<file path="config.mk">
export PLATFORM = sky130hd
export DESIGN_NAME = aes_round_sequencer
export DESIGN_NICKNAME = d
export VERILOG_FILES = /design/src/rtl/aes_pkg.sv /design/src/rtl/aes_round_counter.sv /design/src/rtl/aes_round_sequencer.sv
export SDC_FILE = /design/constraint.sdc
export NUM_CORES = 1
export LEC_CHECK = 0
export ABC_AREA = 0
export BUFFER_PORTS_ARGS = -buffer_cell sky130_fd_sc_hd__buf_2
export CAP_MARGIN = 30
export CORE_MARGIN = 2
export CORE_UTILIZATION = 52
export CTS_BUF_LIST = sky130_fd_sc_hd__clkbuf_4 sky130_fd_sc_hd__clkbuf_8
export CTS_CLUSTER_DIAMETER = 120
export CTS_CLUSTER_SIZE = 28
export DETAILED_ROUTE_END_ITERATION = 12
export GPL_ROUTABILITY_DRIVEN = 0
export PLACE_DENSITY = 0.75
export SLEW_MARGIN = 0
export SYNTH_ARGS = -nofsm -noshare
export SYNTH_HDL_FRONTEND = slang
export SYNTH_SLANG_ARGS = --single-unit
</file>
<file path="constraint.sdc">
create_clock -name clk -period 1.45 [get_ports clk]
set_input_delay 0.2175 -clock clk [delete_from_list [all_inputs] [get_ports clk]]
set_output_delay 0.2175 -clock clk [all_outputs]
set_load 0.005 [all_outputs]
</file>
<file path="src/rtl/aes_pkg.sv">
`default_nettype none
// ============================================================================
// Module      : aes_pkg
// Description : Shared types and constants for the iterative AES-128 round
//               sequencer: FSM state encoding, round count and round-key RAM
//               address width.
// Revision    : 1.0 - initial release
// ============================================================================
package aes_pkg;

   localparam int AES_NR        = 10;
   localparam int AES_RK_ADDR_W = 4;

   typedef enum logic [2:0] {
      IDLE  = 3'd0,
      KEXP  = 3'd1,
      LOAD  = 3'd2,
      ROUND = 3'd3,
      FINAL = 3'd4,
      DONE  = 3'd5
   } aes_seq_state_t;

endpackage
`default_nettype wire

</file>
<file path="src/rtl/aes_round_counter.sv">
`default_nettype none
// ============================================================================
// Module      : aes_round_counter
// Description : Loadable up-counter with synchronous clear and a terminal-
//               count compare against a programmable limit.
// Ports       : clk    - clock, rising edge
//               rst    - asynchronous active-low reset (count -> 0)
//               clr    - clear count to 0 (highest priority)
//               ld     - load ld_val
//               ld_val - load value
//               inc    - increment by one (saturates at all-ones, never wraps)
//               limit  - terminal-count compare value
//               count  - current count
//               tc     - count == limit
// Revision    : 1.0 - initial release
// ============================================================================
module aes_round_counter #(
   parameter int WIDTH = 4
) (
   input  logic             clk,
   input  logic             rst,
   input  logic             clr,
   input  logic             ld,
   input  logic [WIDTH-1:0] ld_val,
   input  logic             inc,
   input  logic [WIDTH-1:0] limit,
   output logic [WIDTH-1:0] count,
   output logic             tc
);

   always_ff @(posedge clk or negedge rst) begin
      if (!rst) begin
         count <= '0;
      end else if (clr) begin
         count <= '0;
      end else if (ld) begin
         count <= ld_val;
      end else if (inc && (count != '1)) begin
         count <= count + WIDTH'(1);
      end
   end

   assign tc = (count == limit);

endmodule
`default_nettype wire

</file>
<file path="src/rtl/aes_round_sequencer.sv">
`default_nettype none
// ============================================================================
// Module      : aes_round_sequencer
// Description : Control sequencer for an iterative AES-128 encryption
//               datapath. Orders key expansion into the round-key RAM, the
//               initial AddRoundKey, NR-1 full rounds and the final round
//               without MixColumns, then holds the result until accepted.
// Ports       : clk       - clock, rising edge
//               rst       - asynchronous active-low reset
//               start     - encrypt request, accepted when in_ready=1
//               key_new   - pulse: cipher key changed, round keys stale
//               out_ready - consumer accepts the ciphertext
//               in_ready  - high only in IDLE
//               busy      - high in every state except IDLE
//               ks_wr     - key-expansion step, writes round key ks_addr
//               ks_addr   - round-key RAM write address
//               rk_addr   - round-key RAM read address
//               ld_state  - load state register with plaintext ^ key 0
//               st_en     - state register round update enable
//               mix_en    - MixColumns enable (0 = final-round path)
//               out_valid - ciphertext valid in the state register
// Revision    : 1.0 - initial release
// ============================================================================
module aes_round_sequencer
   import aes_pkg::*;
#(
   parameter int NR     = AES_NR,
   parameter int ADDR_W = AES_RK_ADDR_W
) (
   input  logic              clk,
   input  logic              rst,
   input  logic              start,
   input  logic              key_new,
   input  logic              out_ready,
   output logic              in_ready,
   output logic              busy,
   output logic              ks_wr,
   output logic [ADDR_W-1:0] ks_addr,
   output logic [ADDR_W-1:0] rk_addr,
   output logic              ld_state,
   output logic              st_en,
   output logic              mix_en,
   output logic              out_valid
);

   localparam logic [ADDR_W-1:0] KS_LIMIT = ADDR_W'(NR);
   localparam logic [ADDR_W-1:0] RK_LIMIT = ADDR_W'(NR - 1);
   localparam logic [ADDR_W-1:0] ADDR_ONE = ADDR_W'(1);

   // The counters must be able to reach NR without wrapping, and at least
   // one full round must exist before the final round.
   generate
      if ((NR >= (1 << ADDR_W)) || (NR < 2)) begin : g_param_check
         $error("aes_round_sequencer: NR must satisfy 2 <= NR < 2**ADDR_W");
      end
   endgenerate

   aes_seq_state_t state;
   logic           keys_valid;
   logic           key_pend;

   logic accept;
   logic need_kexp;
   logic ks_clr, ks_ld, ks_inc, ks_tc;
   logic rk_clr, rk_ld, rk_inc, rk_tc;

   assign accept    = (state == IDLE) && start;
   // key_new in the accepting cycle counts too, so a simultaneous key change
   // is never missed.
   assign need_kexp = !keys_valid || key_pend || key_new;

   // Key-expansion address: 1..NR during KEXP, 0 otherwise.
   assign ks_ld  = accept && need_kexp;
   assign ks_inc = (state == KEXP) && !ks_tc;
   assign ks_clr = (state == KEXP) && ks_tc;

   // Round-key read address: 0 in LOAD, r=1..NR-1 in ROUND, NR in FINAL
   // (the last ROUND increment lands on NR), 0 again from DONE on.
   assign rk_ld  = (state == LOAD);
   assign rk_inc = (state == ROUND);
   assign rk_clr = (state == FINAL);

   aes_round_counter #(
      .WIDTH (ADDR_W)
   ) u_ks_cnt (
      .clk    (clk),
      .rst    (rst),
      .clr    (ks_clr),
      .ld     (ks_ld),
      .ld_val (ADDR_ONE),
      .inc    (ks_inc),
      .limit  (KS_LIMIT),
      .count  (ks_addr),
      .tc     (ks_tc)
   );

   aes_round_counter #(
      .WIDTH (ADDR_W)
   ) u_rk_cnt (
      .clk    (clk),
      .rst    (rst),
      .clr    (rk_clr),
      .ld     (rk_ld),
      .ld_val (ADDR_ONE),
      .inc    (rk_inc),
      .limit  (RK_LIMIT),
      .count  (rk_addr),
      .tc     (rk_tc)
   );

   // Outputs are registered alongside the state so each one is valid for
   // the whole cycle of the state it belongs to.
   always_ff @(posedge clk or negedge rst) begin
      if (!rst) begin
         state      <= IDLE;
         keys_valid <= 1'b0;
         key_pend   <= 1'b0;
         in_ready   <= 1'b1;
         busy       <= 1'b0;
         ks_wr      <= 1'b0;
         ld_state   <= 1'b0;
         st_en      <= 1'b0;
         mix_en     <= 1'b0;
         out_valid  <= 1'b0;
      end else begin
         // A key change at any time marks the RAM stale; the accepting IDLE
         // branch below overrides this when it starts the expansion itself.
         if (key_new) begin
            key_pend <= 1'b1;
         end

         case (state)
            IDLE: begin
               if (start) begin
                  in_ready <= 1'b0;
                  busy     <= 1'b1;
                  if (need_kexp) begin
                     state    <= KEXP;
                     ks_wr    <= 1'b1;
                     key_pend <= 1'b0;
                  end else begin
                     state    <= LOAD;
                     ld_state <= 1'b1;
                  end
               end
            end

            KEXP: begin
               if (ks_tc) begin
                  ks_wr      <= 1'b0;
                  keys_valid <= 1'b1;
                  ld_state   <= 1'b1;
                  state      <= LOAD;
               end
            end

            LOAD: begin
               ld_state <= 1'b0;
               st_en    <= 1'b1;
               mix_en   <= 1'b1;
               state    <= ROUND;
            end

            ROUND: begin
               if (rk_tc) begin
                  mix_en <= 1'b0;
                  state  <= FINAL;
               end
            end

            FINAL: begin
               st_en     <= 1'b0;
               out_valid <= 1'b1;
               state     <= DONE;
            end

            DONE: begin
               if (out_ready) begin
                  out_valid <= 1'b0;
                  in_ready  <= 1'b1;
                  busy      <= 1'b0;
                  state     <= IDLE;
               end
            end

            default: begin
               state     <= IDLE;
               in_ready  <= 1'b1;
               busy      <= 1'b0;
               ks_wr     <= 1'b0;
               ld_state  <= 1'b0;
               st_en     <= 1'b0;
               mix_en    <= 1'b0;
               out_valid <= 1'b0;
            end
         endcase
      end
   end

endmodule
`default_nettype wire

</file>
* Word level (Yosys, flattened, before mapping)
Index checks and enable logic that the tools add are counted.
** Word-level totals
- Register bits after elaboration :: 20
- Input bits :: 5
- Output and inout bits :: 15
- Word-level logic and storage cells :: 94
** Cells by class
- Add/subtract/negate cells :: 2
- Equal/unequal tests :: 15
- Mux-type cells :: 34
- Bitwise logic cells :: 5
- Reduce and logical (&&, ||, !) cells :: 26
** Operators with widths (number)
- 4-bit 2-to-1 mux :: 6
- 4-bit OR reduction :: 5
- 1-bit case mux with 3 select lines :: 6
- 3-bit case mux with 6 select lines :: 1
- 1-bit 2-to-1 mux :: 15
- 3-bit 2-to-1 mux :: 4
- 2-bit inequality test (second input constant) :: 6
- 4-bit AND reduction :: 3
- 4-bit by 1-bit adder with 4-bit output (second input constant) :: 2
- 4-bit equality test (second input constant) :: 2
- 4-bit inequality test (second input constant) :: 2
- 3-bit by 2-bit equality test with 1-bit output (second input constant) :: 2
- 3-bit equality test (second input constant) :: 2
- 1-bit logical AND :: 6
- 2-bit AND reduction :: 3
- 3-bit nonzero test :: 2
- 1-bit NOT :: 5
- 3-bit by 1-bit equality test with 1-bit output (second input constant) :: 1
- 3-bit zero test :: 1
- 3-bit AND reduction :: 1
- 3-bit OR reduction :: 1
- 1-bit zero test :: 2
- 1-bit logical OR :: 2
- 2-bit 2-to-1 mux :: 1
- 1-bit case mux with 2 select lines :: 1

* Logic depth before layout (Yosys ltp)
Gate-level depths: netlist of run 1.
- Depth in word-level cells :: 7
- Mapped depth :: 7
- Depth with buffers taken out :: 6

* Cells and area by module
Synthesis of run 1 repeated with hierarchy kept, for this count alone.
** Unflattened totals
- Cell total of the unflattened synthesis :: 146
- Area, all modules :: 1323.8 µm²
** Modules (own cells, without submodules)
- aes_round_sequencer :: instances 1, cells an instance 80, area an instance 738.2 µm², sequential area each 301.5 µm²
- aes_round_counter :: instances 2, cells an instance 33, area an instance 292.8 µm², sequential area each 100.1 µm²

* Least setup slack after synthesis of run 1
Ideal clock, no wire load.
- Path kind :: register to register
- Start point :: reg state[1]
- End point :: reg ks_wr
- Setup time :: 0.126 ns
- Arrival :: 1.492 ns
- Data required time :: 1.324 ns
- Slack :: -0.168 ns
- Cell stages (with the launch flop) :: 6
- Path buffers :: 2
- Period minus slack after synthesis :: 1.618 ns
- Cell sequence :: dfrtp_1 -> buf_6 -> clkbuf_1 -> inv_1 -> ha_1 -> o32a_1
** On the way
- Word-level cells in the longest chain between the ends :: 4
- Elaborated cells between the ends (all ways) :: 13
- Classes of those cells :: 8 x eq/ne; 1 x mux; 1 x bitwise; 3 x reduce/logical
** RTL lines
- start, declared :: line aes_round_sequencer.sv:58 : aes_seq_state_t state;
- start signal, assigned :: line aes_round_sequencer.sv:115 : state <= IDLE;
- start signal, assigned :: line aes_round_sequencer.sv:138 : state <= KEXP;
- start signal, assigned :: line aes_round_sequencer.sv:142 : state <= LOAD;
- 3-bit equality test or 3-bit by 2-bit equality test with 1-bit output (tied branches) :: line aes_round_sequencer.sv:132 : case (state)
- 4-bit OR reduction (no line)
- 1-bit NOT (no line)
- 4-bit AND reduction (no line)
- end signal, assigned :: line aes_round_sequencer.sv:120 : ks_wr <= 1'b0;
- end signal, assigned :: line aes_round_sequencer.sv:139 : ks_wr <= 1'b1;
- end signal, assigned :: line aes_round_sequencer.sv:150 : ks_wr <= 1'b0;
- end, declared :: line aes_round_sequencer.sv:37 : output logic ks_wr,
Parallel ways exist; a longest one is shown, timed or not.
A chain may end at the register's enable or synchronous reset.

* Worst setup path in the final report of run 1
- Start point :: reg u_ks_cnt.count[0]
- End point :: reg ld_state
** On the way
- Word-level cells in the longest chain between the ends :: 3
** RTL lines
- start, declared :: line aes_round_counter.sv:27 : output logic [WIDTH-1:0] count,
- start signal, assigned :: line aes_round_counter.sv:37 : count <= ld_val;
- start signal, assigned :: line aes_round_counter.sv:39 : count <= count + WIDTH'(1);
- 4-bit equality test :: line aes_round_counter.sv:43 : assign tc = (count == limit);
- 2-bit inequality test (no line)
- 4-bit AND reduction (no line)
- end signal, assigned :: line aes_round_sequencer.sv:121 : ld_state <= 1'b0;
- end signal, assigned :: line aes_round_sequencer.sv:143 : ld_state <= 1'b1;
- end signal, assigned :: line aes_round_sequencer.sv:152 : ld_state <= 1'b1;
- end, declared :: line aes_round_sequencer.sv:40 : output logic ld_state,
Every way passes these cells.

==> flow_summary_export.csv, run 1 <==
group,metric,value,unit
status,outcome,"complete, but fails checks",
status,violations,"setup timing",
global_routing,grt_usage,0.2326,
worst_hold_path,hold_depth,3,
logic_synthesis,yosys-top-cells-area,"dfrtp_1 (41%), ha_1 (6.4%), nand3_1 (3.4%)",
cells_and_area,nFillCells,173,
clocking,worstSkewPairLatency,0.31,ns
logic_synthesis,synth_fa_ha_area_frac,0.06431,
timing,max_freq,0.6570,GHz
setup_path,critPathLaunchType,"flop",
detailed_routing,drt_iter0_drc,25,
logic_synthesis,synth_cells,120,
logic_synthesis,ys_warn_count,0,
timing,setup_violations,1,
setup_path,cpPeakStageDelay,0.41,ns
pwr,p_leak,0.7210,nW
cells_and_area,fin_util,0.7036,
clocking,htree_levels,1,
setup_path,r2r_slack,-0.07,ns
cells_and_area,fin_area,0.001526,mm^2
clocking,clockBufferDepth,2,
detailed_routing,wire_per_inst,14.56,um
timing,worst_slack,-0.07198,ns
cells_and_area,ff_latch_area,503.0,um^2
detailed_routing,ant_nets,0,
clocking,path_clk_slew,0.12,ns
logic_synthesis,yosys.area.top_type,"dfrtp_1",
logic_synthesis,ys_types,42,
global_routing,grt_first_pass_wirelength,4.485,mm
logic_synthesis,synth_seq_cells,20,
clocking,cts_tree,"yes",
floorplanning,die_h,51.38,um
logic_synthesis,muxShareOfSynthArea,0.03001,
timing,setup_tns,-0.07198,ns
global_routing,antenna_found_initial,0,
setup_path,cp_slowest_cell,"dfrtp_1",
logic_synthesis,synth_ff_type,"dfrtp_1",
logic_synthesis,synth_xor_area_frac,0.03751,
place,placed_area,0.001399,mm^2
pwr,ir_drop,1280,uV
timing,max_slew_margin,0.6918,
setup_path,r2r_cells,6,
logic_synthesis,syn_area_per_cell,9.728,um^2
timing,worst_pin_slew,0.4623,ns
detailed_routing,drt-vias-per-instance,5.546,
timing,clock_skew,0.01134,ns
logic_synthesis,synth_edf_count,0,
logic_synthesis,async_reset_ff_frac,1.000,
clocking,cts_sinks,20,
timing,hold_violations,0,
floorplanning,rows,17,
logic_synthesis,synthSimpleGateAreaFrac,0.1983,
floorplanning,fp.dieArea,0.002640,mm^2
worst_hold_path,hp-start,"key_new",
floorplanning,core,0.002170,mm^2
floorplanning,die_w,51.38,um
setup_path,cp_cell_sequence,"inv_2 > ha_4 > nand3b_1 > and2_4 > a2111oi_4 > mux2_4",
logic_synthesis,synth_top_area_frac,0.4073,
cells_and_area,multi_input_area,684.4,um^2
logic_synthesis,synth.net_count,131,
setup_path,cp_max_fo,2,
detailed_routing,dr.pass1.iters,4,
logic_synthesis,ys_seq_area_frac,0.4298,
place,portBuffers,19,
global_routing,overflow,0,
floorplanning,ios,20,
place,hpwlAfterDp,1.972,mm
cells_and_area,num_antenna_cells,0,
timing,rsz0062_at_grt,"true",
floorplanning,start_util,0.5381,
setup_path,required,1.66,ns
timing,slew_violations,0,
global_routing,grt_pass1_vias,1047,
logic_synthesis,synth_top_family_by_area,"simple AND/OR/NAND/NOR gates",
global_routing,grt_max_degree,21,
detailed_routing,wl,2.694,mm
cells_and_area,drive_above_1_share,0.3885,
clocking,clock-root-buffer,"clkbuf_4",
detailed_routing,via_count,1026,
logic_synthesis,synth_area,0.001167,mm^2
worst_hold_path,hold_class,"in2reg",
timing,min_period,1.522,ns
setup_path,r2r_start,"u_ks_cnt.count[0]",
cells_and_area,num-nets-final,169,
run,drv_cap,0,
cells_and_area,area_delta_synth_final,30.76,%
pwr,powerDensity,2201,mW/mm^2
setup_path,end_kind,"flop",
setup_path,rr_endpoint,"ld_state",
timing,fin_crit_sh,1.050,
worst_hold_path,hold_end,"key_pend",
logic_synthesis,synth-compound-area-share,0.1876,
detailed_routing,drcViolationCount,0,
setup_path,crit_arrival,1.73,ns
setup_path,path_class,"reg2reg",
clocking,cts_made_buffers,3,
-- area by class of cell --
cell class / count / area share
repair buffers: 38 / 0.1623
inverters: 7 / 0.01721
flip-flops and latches: 20 / 0.3295
multi-input cells: 88 / 0.4484
clock buffers: 4 / 0.01967
well taps: 28 / 0.02295
-- critical path, delay by kind of cell (launching register included) --
kind | cells | cell delay [ns]
and+or+nand+nor | 2 | 0.27
DFF | 1 | 0.41
muxes | 1 | 0.33
adders and majority gates | 1 | 0.12
AOI/OAI and AO/OA | 1 | 0.22
buffers and inverters | 1 | 0.08
-- flip-flops by register name, indices dropped and copies added, names as in the netlist --
name            flops
keys_valid          1
mix_en              1
ld_state            1
key_pend            1
u_rk_cnt.count      4
ks_wr               1
busy                1
state               3
u_ks_cnt.count      4
out_valid           1
in_ready            1
st_en               1
-- cell usage in the layout (no fill, tap or decap), types with 3 or more instances in the layout --
cell type,count
buf_2,19
dfrtp_1,18
buf_4,16
nor2_1,7
a21oi_1,7
nand2_1,7
nand3_1,7
inv_1,5
nor3_1,4
ha_1,4
clkbuf_4,4
o21ai_0,3
xnor2_1,3
nand2_2,3
-- stage by stage --
step	setup WS [ns]	instances	hold WS, ns	power (mW)
after floorplan	-0.09584	120	-0.07809	2.152
after CTS	-0.06664	186	0.1931	3.221
after global placement	-0.001433	180	0.1825	2.754
after detailed placement	-0.06092	180	0.1950	2.841
final	-0.07198	185	0.1922	3.359
after global routing	-0.1202	185	0.2271	3.617
-- power by group --
group | internal, mW | total, mW | leakage [nW] | switching [mW]
clock | 0.126 | 0.303 | 0.0184 | 0.177
sequential | 0.807 | 1.02 | 0.245 | 0.213
combinational | 1.05 | 2.04 | 0.457 | 0.984
-- logic make-up after synthesis --
group,count (synthesis)
flip-flops,20
AO/OA/AOI/OAI,30
adder cells (fa/ha/maj),6
buffers and inverters,12
AND/OR/NAND/NOR,44
multiplexers,3
XOR/XNOR,5
-- worst max-delay path by stage --
stage / startpoint / end / cells after the start
2_1_floorplan: state[1] / ld_state / 5
3_3_place_gp: key_pend / ld_state / 4
3_5_place_dp: u_ks_cnt.count[0] / ld_state / 6
4_1_cts: u_ks_cnt.count[0] / ld_state / 6
5_1_grt: u_ks_cnt.count[0] / ld_state / 6
6_report: u_ks_cnt.count[0] / ld_state / 6
-- metal layers --
| layer | track usage | share of wire |
|---|---|---|
| met5 | 0 | 0 |
| met4 | 0.1491 | 0.012 |
| met3 | 0.03801 | 0.040 |
| met2 | 0.3782 | 0.51 |
| met1 | 0.2838 | 0.44 |
-- synthesized netlist by cell type (2+ instances only) --
| cell type | count |
|---|---|
| nor2_1 | 7 |
| o211ai_1 | 2 |
| o22ai_1 | 2 |
| nand3_1 | 8 |
| mux2i_1 | 2 |
| inv_1 | 7 |
| nand2_1 | 10 |
| buf_6 | 2 |
| nor2b_1 | 2 |
| o21ai_0 | 3 |
| nand2b_1 | 2 |
| ha_1 | 6 |
| o21ai_1 | 3 |
| a21oi_1 | 7 |
| clkbuf_1 | 2 |
| xor2_1 | 2 |
| xnor2_1 | 3 |
| nor3_1 | 7 |
| a22o_1 | 2 |
| dfrtp_1 | 19 |
-- timing repair --
action | in CTS | in global routing
hold buffers | 1 | 0
endpoints found under the setup margin | 5 | 13
buffers inserted | 1 | 0
resized for setup | 9 | 11
pin swaps | 2 | 6
endpoints found under the hold margin | 19 | 0
(Power assumes the default switching activity.)
==> inputs of run 2 (changes only) <==
Settings changed: ABC_AREA 0 to 1, TNS_END_PERCENT set to 10.
==> flow_summary_export.csv, run 2 <==
group,metric,value,unit
logic_synthesis,synth_seq_cells,20,
timing,setup_violations,0,
logic_synthesis,yosys.area.top_type,"dfrtp_1",
setup_path,cp_cell_sequence,"inv_2 > ha_4 > nand2_2 > nor2_4 > nor2_4 > nor2_4 > nand3_2 > nand2_1 > nand2_1",
detailed_routing,drcViolationCount,0,
detailed_routing,wl_met3,80,um
cells_and_area,reg_top3,"u_ks_cnt.count (4), u_rk_cnt.count (4), state (3)",
pwr,switchingPower,1.468,mW
logic_synthesis,yosys-top-cells-area,"dfrtp_1 (40%), nand2_1 (12%), nand3_1 (8.1%)",
detailed_routing,wire_per_inst,11.63,um
global_routing,grt_usage,0.1959,
clocking,htree_levels,1,
cells_and_area,layout_common_cells,"nand2_1 (35), buf_2 (19), nand3_1 (17), dfrtp_1 (17)",
cells_and_area,layout_commonest_cell,"nand2_1",
timing,rsz0062_at_grt,"true",
setup_path,path_class,"reg2reg",
pwr,combPwrFrac,0.558,
detailed_routing,m1WireLength,1.142,mm
setup_path,r2r_slack,0.01,ns
detailed_routing,ant_nets,0,
setup_path,cp_slowest_cell,"dfrtp_1",
cells_and_area,area_delta_synth_final,19.91,%
floorplanning,die_w,51.53,um
logic_synthesis,synth.net_count,158,
clocking,cts_tree,"yes",
worst_hold_path,hold_class,"in2reg",
place,portBuffers,19,
detailed_routing,drt-vias-per-instance,5.034,
pwr,clkPwrFrac,0.093,
logic_synthesis,synth_edf_count,0,
logic_synthesis,ys_warn_count,0,
cells_and_area,num_antenna_cells,0,
logic_synthesis,ys_seq_area_frac,0.4271,
logic_synthesis,syn_area_per_cell,7.992,um^2
timing,max_slew_margin,0.7080,
detailed_routing,via_count,1022,
setup_path,cp_max_fo,8,
setup_path,path_buf_inv,1,
cells_and_area,fin_util,0.6494,
timing,hold_violations,0,
clocking,worstSkewPairLatency,0.30,ns
detailed_routing,drt_iter0_drc,24,
clocking,cts_made_buffers,3,
clocking,path_clk_slew,0.11,ns
logic_synthesis,synth_area,0.001175,mm^2
logic_synthesis,synthTopCellsByCount,"nand2_1 (37), dfrtp_1 (19), nand3_1 (19), inv_1 (12), nor2_1 (12)",
detailed_routing,maxUsedRoutingLayer,"met4",
timing,clock_skew,0.002553,ns
floorplanning,core,0.002170,mm^2
pwr,netSwitchingFraction,0.4647,
setup_path,crit_top_cell,"nor2_4",
global_routing,grt_first_pass_wirelength,3.864,mm
pwr,p_int,1.691,mW
setup_path,cp_top_family,"simple AND/OR/NAND/NOR gates",
pwr,p_leak,0.7365,nW
place,hpwlAfterDp,1.694,mm
cells_and_area,drive_above_1_share,0.3371,
pwr,powerDensity,2242,mW/mm^2
detailed_routing,wl,2.361,mm
clocking,clock-root-buffer,"clkbuf_4",
setup_path,end_kind,"flop",
setup_path,cpPeakStageDelay,0.42,ns
logic_synthesis,synth_top_area_frac,0.4047,
clocking,cts_sinks,20,
timing,fin_crit_sh,0.9934,
setup_path,required,1.65,ns
global_routing,grt_max_degree,21,
setup_path,crit_arrival,1.64,ns
clocking,clockBufferDepth,2,
pwr,ir_drop,1064,uV
timing,min_period,1.440,ns
logic_synthesis,synth_ff_type,"dfrtp_1",
floorplanning,die_h,51.53,um
floorplanning,start_util,0.5415,
global_routing,antenna_found_initial,0,
logic_synthesis,async_reset_ff_frac,1.000,
global_routing,grt_pass1_vias,908,
status,outcome,"completed",
floorplanning,ios,20,
timing,setup_tns,0,ns
detailed_routing,dr.pass1.iters,4,
global_routing,overflow,0,
detailed_routing,wl_met2,1.094,mm
floorplanning,rows,17,
logic_synthesis,synth_cells,147,
pwr,sequentialPowerShare,0.349,
timing,worst_pin_slew,0.4379,ns
cells_and_area,num-nets-final,187,
timing,max_freq,0.6942,GHz
logic_synthesis,ys_types,24,
floorplanning,fp.dieArea,0.002655,mm^2
run,drv_cap,0,
logic_synthesis,synth.most_common_cell,"nand2_1",
timing,slew_violations,0,
setup_path,critPathLaunchType,"flop",
-- run 2: timing repair --
action	CTS	global route
endpoints found under the setup margin	0	12
hold buffers	1	0
resized for setup	0	11
endpoints found under the hold margin	19	0
buffers inserted	0	3
-- run 2: layout make-up --
type / count / area (um^2)
multi-input cells: 108 / 626.9
flip-flops and latches: 20 / 504.2
fillers: 198 / 760.7
well taps: 28 / 35.03
clock buffers: 4 / 30.03
repair buffers: 25 / 142.6
inverters: 18 / 70.07
-- run 2: path summary, 6_finish.rpt --
kind / endpoint / cells after the start / from
min in group asynchronous: busy / 2 / rst
max reg2reg: ks_wr / 9 / u_ks_cnt.count[0]
max: ks_wr / 9 / u_ks_cnt.count[0]
min reg2reg: ks_wr / 2 / ks_wr
min: key_pend / 3 / key_new
max in group asynchronous: in_ready / 2 / rst
-- run 2: kinds of logic after synthesis --
group | Yosys count | synth area share
fa+ha+maj | 6 | 0.06390
xor+xnor | 2 | 0.01491
compound gates | 14 | 0.06922
simple gates | 86 | 0.3557
buf+inv | 19 | 0.06922
flops | 20 | 0.4271
-- run 2: worst min-delay path: stages --
cell,delay (ns)
buf_2,0.10
o21ai_0,0.07
inv_1,0.05
-- run 2: through the flow --
stage	power, mW	cells	hold slack (ns)	cell area, um^2	setup WS [ns]
global placement	2.625	195	0.1822	1309	0.07542
global route	3.471	203	0.1759	1409	-0.05752
floorplan	2.240	147	-0.07809	1175	0.08196
finish	3.159	203	0.1530	1409	0.009566
detailed placement	2.686	195	0.1853	1309	0.02419
CTS	2.989	200	0.1495	1349	0.01509
-- run 2: routing by layer --
layer	up-vias	track usage
li1	531	-
met1	461	0.2808
met2	25	0.3013
met3	5	0.02586
met4	0	0.07895
met5	-	0
-- run 2: power groups by stage --
stage               clock network (mW)  registers, mW  logic (mW)
floorplan                            0           1.04        1.20
global placement                     0           1.07        1.56
detailed placement                   0           1.08        1.60
CTS                              0.302           1.07        1.61
global route                     0.323           1.14        2.01
finish                           0.294           1.10        1.76
==> inputs of run 3 (changes only) <==
Settings changed: CELL_PAD_IN_SITES_DETAIL_PLACEMENT set to 0, CELL_PAD_IN_SITES_GLOBAL_PLACEMENT set to 1, CORE_UTILIZATION 52 to 38, PLACE_DENSITY 0.75 to 0.74.
==> flow_summary_export.csv, run 3 (synthesized netlist as in run 2, its figures left out) <==
group,metric,value,unit
setup_path,required,1.66,ns
cells_and_area,area_delta_synth_final,23.64,%
floorplanning,start_util,0.3913,
clocking,htree_levels,1,
pwr,p_total,3.330,mW
worst_hold_path,hp-start,"key_new",
setup_path,cp_max_fo,4,
timing,min_period,1.371,ns
global_routing,overflow,0,
setup_path,r2r_slack,0.08,ns
setup_path,critPathLaunch,"u_ks_cnt.count[1]",
clocking,cts_made_buffers,3,
detailed_routing,drt_iter0_drc,52,
setup_path,end_kind,"flop",
timing,max_slew_margin,0.6990,
timing,clock_skew,0.001766,ns
setup_path,cpPeakStageDelay,0.43,ns
cells_and_area,fin_util,0.4838,
setup_path,critPathLaunchType,"flop",
detailed_routing,wire_per_inst,11.51,um
pwr,powerDensity,2292,mW/mm^2
cells_and_area,num_antenna_cells,0,
timing,hold_violations,0,
cells_and_area,layout_common_cells,"nand2_1 (35), buf_2 (19), nand3_1 (17), dfrtp_1 (17)",
place,placed_area,0.001330,mm^2
cells_and_area,layout_commonest_cell,"nand2_1",
place,pre_cts_slack,0.02771,ns
timing,whs,0.1492,ns
cells_and_area,instances_no_fill,209,
setup_path,cp_cell_sequence,"ha_4 > buf_4 > nand3_1 > nor2_2 > nor2_2 > nand2_1 > nand2_1 > nand2_1",
clocking,cts_sinks,20,
timing,setup_tns,0,ns
setup_path,path_class,"reg2reg",
global_routing,antenna_found_initial,0,
detailed_routing,dr.pass1.iters,4,
global_routing,grt_max_degree,21,
pwr,ir_drop,1171,uV
timing,fin_crit_sh,0.9453,
floorplanning,ios,20,
setup_path,r2r_start,"u_ks_cnt.count[1]",
detailed_routing,via_count,1006,
cells_and_area,fin_area,0.001453,mm^2
timing,worst_slack,0.07926,ns
detailed_routing,wl,2.406,mm
cells_and_area,reg_top3,"u_ks_cnt.count (4), u_rk_cnt.count (4), state (3)",
timing,setup_violations,0,
clocking,cts_tree,"yes",
pwr,p_leak,0.7664,nW
global_routing,grt_pass1_vias,963,
run,drv_cap,0,
timing,slew_violations,0,
detailed_routing,drt-vias-per-instance,4.813,
place,place_inst,202,
setup_path,crit_top_cell,"nand2_1",
setup_path,crit_arrival,1.58,ns
cells_and_area,num-nets-final,188,
timing,max_freq,0.7295,GHz
floorplanning,rows,20,
floorplanning,die_w,59.61,um
timing,worst_pin_slew,0.4514,ns
status,outcome,"completed",
global_routing,grt_first_pass_wirelength,4.243,mm
setup_path,cp_slowest_cell,"dfrtp_1",
clocking,clockBufferDepth,2,
worst_hold_path,hold_class,"in2reg",
setup_path,path_buf_inv,1,
detailed_routing,drcViolationCount,0,
clocking,worstSkewPairLatency,0.30,ns
cells_and_area,drive_above_1_share,0.3409,
setup_path,cp_top_family,"simple AND/OR/NAND/NOR gates",
detailed_routing,ant_nets,0,
floorplanning,core,0.003003,mm^2
timing,rsz0062_at_grt,"true",
place,portBuffers,19,
clocking,clock-root-buffer,"clkbuf_4",
floorplanning,fp.dieArea,0.003553,mm^2
place,hpwlAfterDp,1.826,mm
clocking,path_clk_slew,0.12,ns
floorplanning,die_h,59.61,um
global_routing,grt_usage,0.1566,
-- run 3: layout make-up --
| class | count | area, um^2 |
|---|---|---|
| Fill cell | 311 | 1550 |
| Multi-Input combinational cell | 108 | 631.9 |
| Sequential cell | 20 | 504.2 |
| Timing Repair Buffer | 26 | 150.1 |
| Inverter | 18 | 72.57 |
| Tap cell | 33 | 41.29 |
| Clock inverter | 1 | 30.03 |
| Clock buffer | 3 | 22.52 |
-- run 3: timing repair --
action                                 CTS  global route
setup endpoints to repair                0            12
hold buffers                             1             0
setup buffers                            0             2
endpoints found under the hold margin   19             0
gates resized for setup                  0            13
-- run 3: routing by layer --
metal | track usage | routed length, um
met5 | 0 | 0
met4 | 0.02540 | 15
met3 | 0.04367 | 92
met2 | 0.2637 | 1166
met1 | 0.2041 | 1131
-- run 3: worst reg2reg max path: stages, from the launching register on --
cell and delay, ns:
dfrtp_1 0.43, ha_4 0.18, buf_4 0.12, nand3_1 0.09, nor2_2 0.07, nor2_2 0.21
nand2_1 0.08, nand2_1 0.07, nand2_1 0.05
-- run 3: power breakdown --
part | switching (mW) | internal, mW | total, mW
clock network | 0.178 | 0.279 | 0.457
logic | 1.01 | 0.761 | 1.77
registers | 0.277 | 0.824 | 1.10
-- run 3: final timing paths --
kind | endpoint | depth (start not counted)
worst min register to register | ks_wr | 2
worst max-delay path | u_ks_cnt.count[0] | 8
min in group asynchronous | out_valid | 2
max in group asynchronous | in_ready | 2
worst min-delay path | key_pend | 3
worst max register to register | u_ks_cnt.count[0] | 8
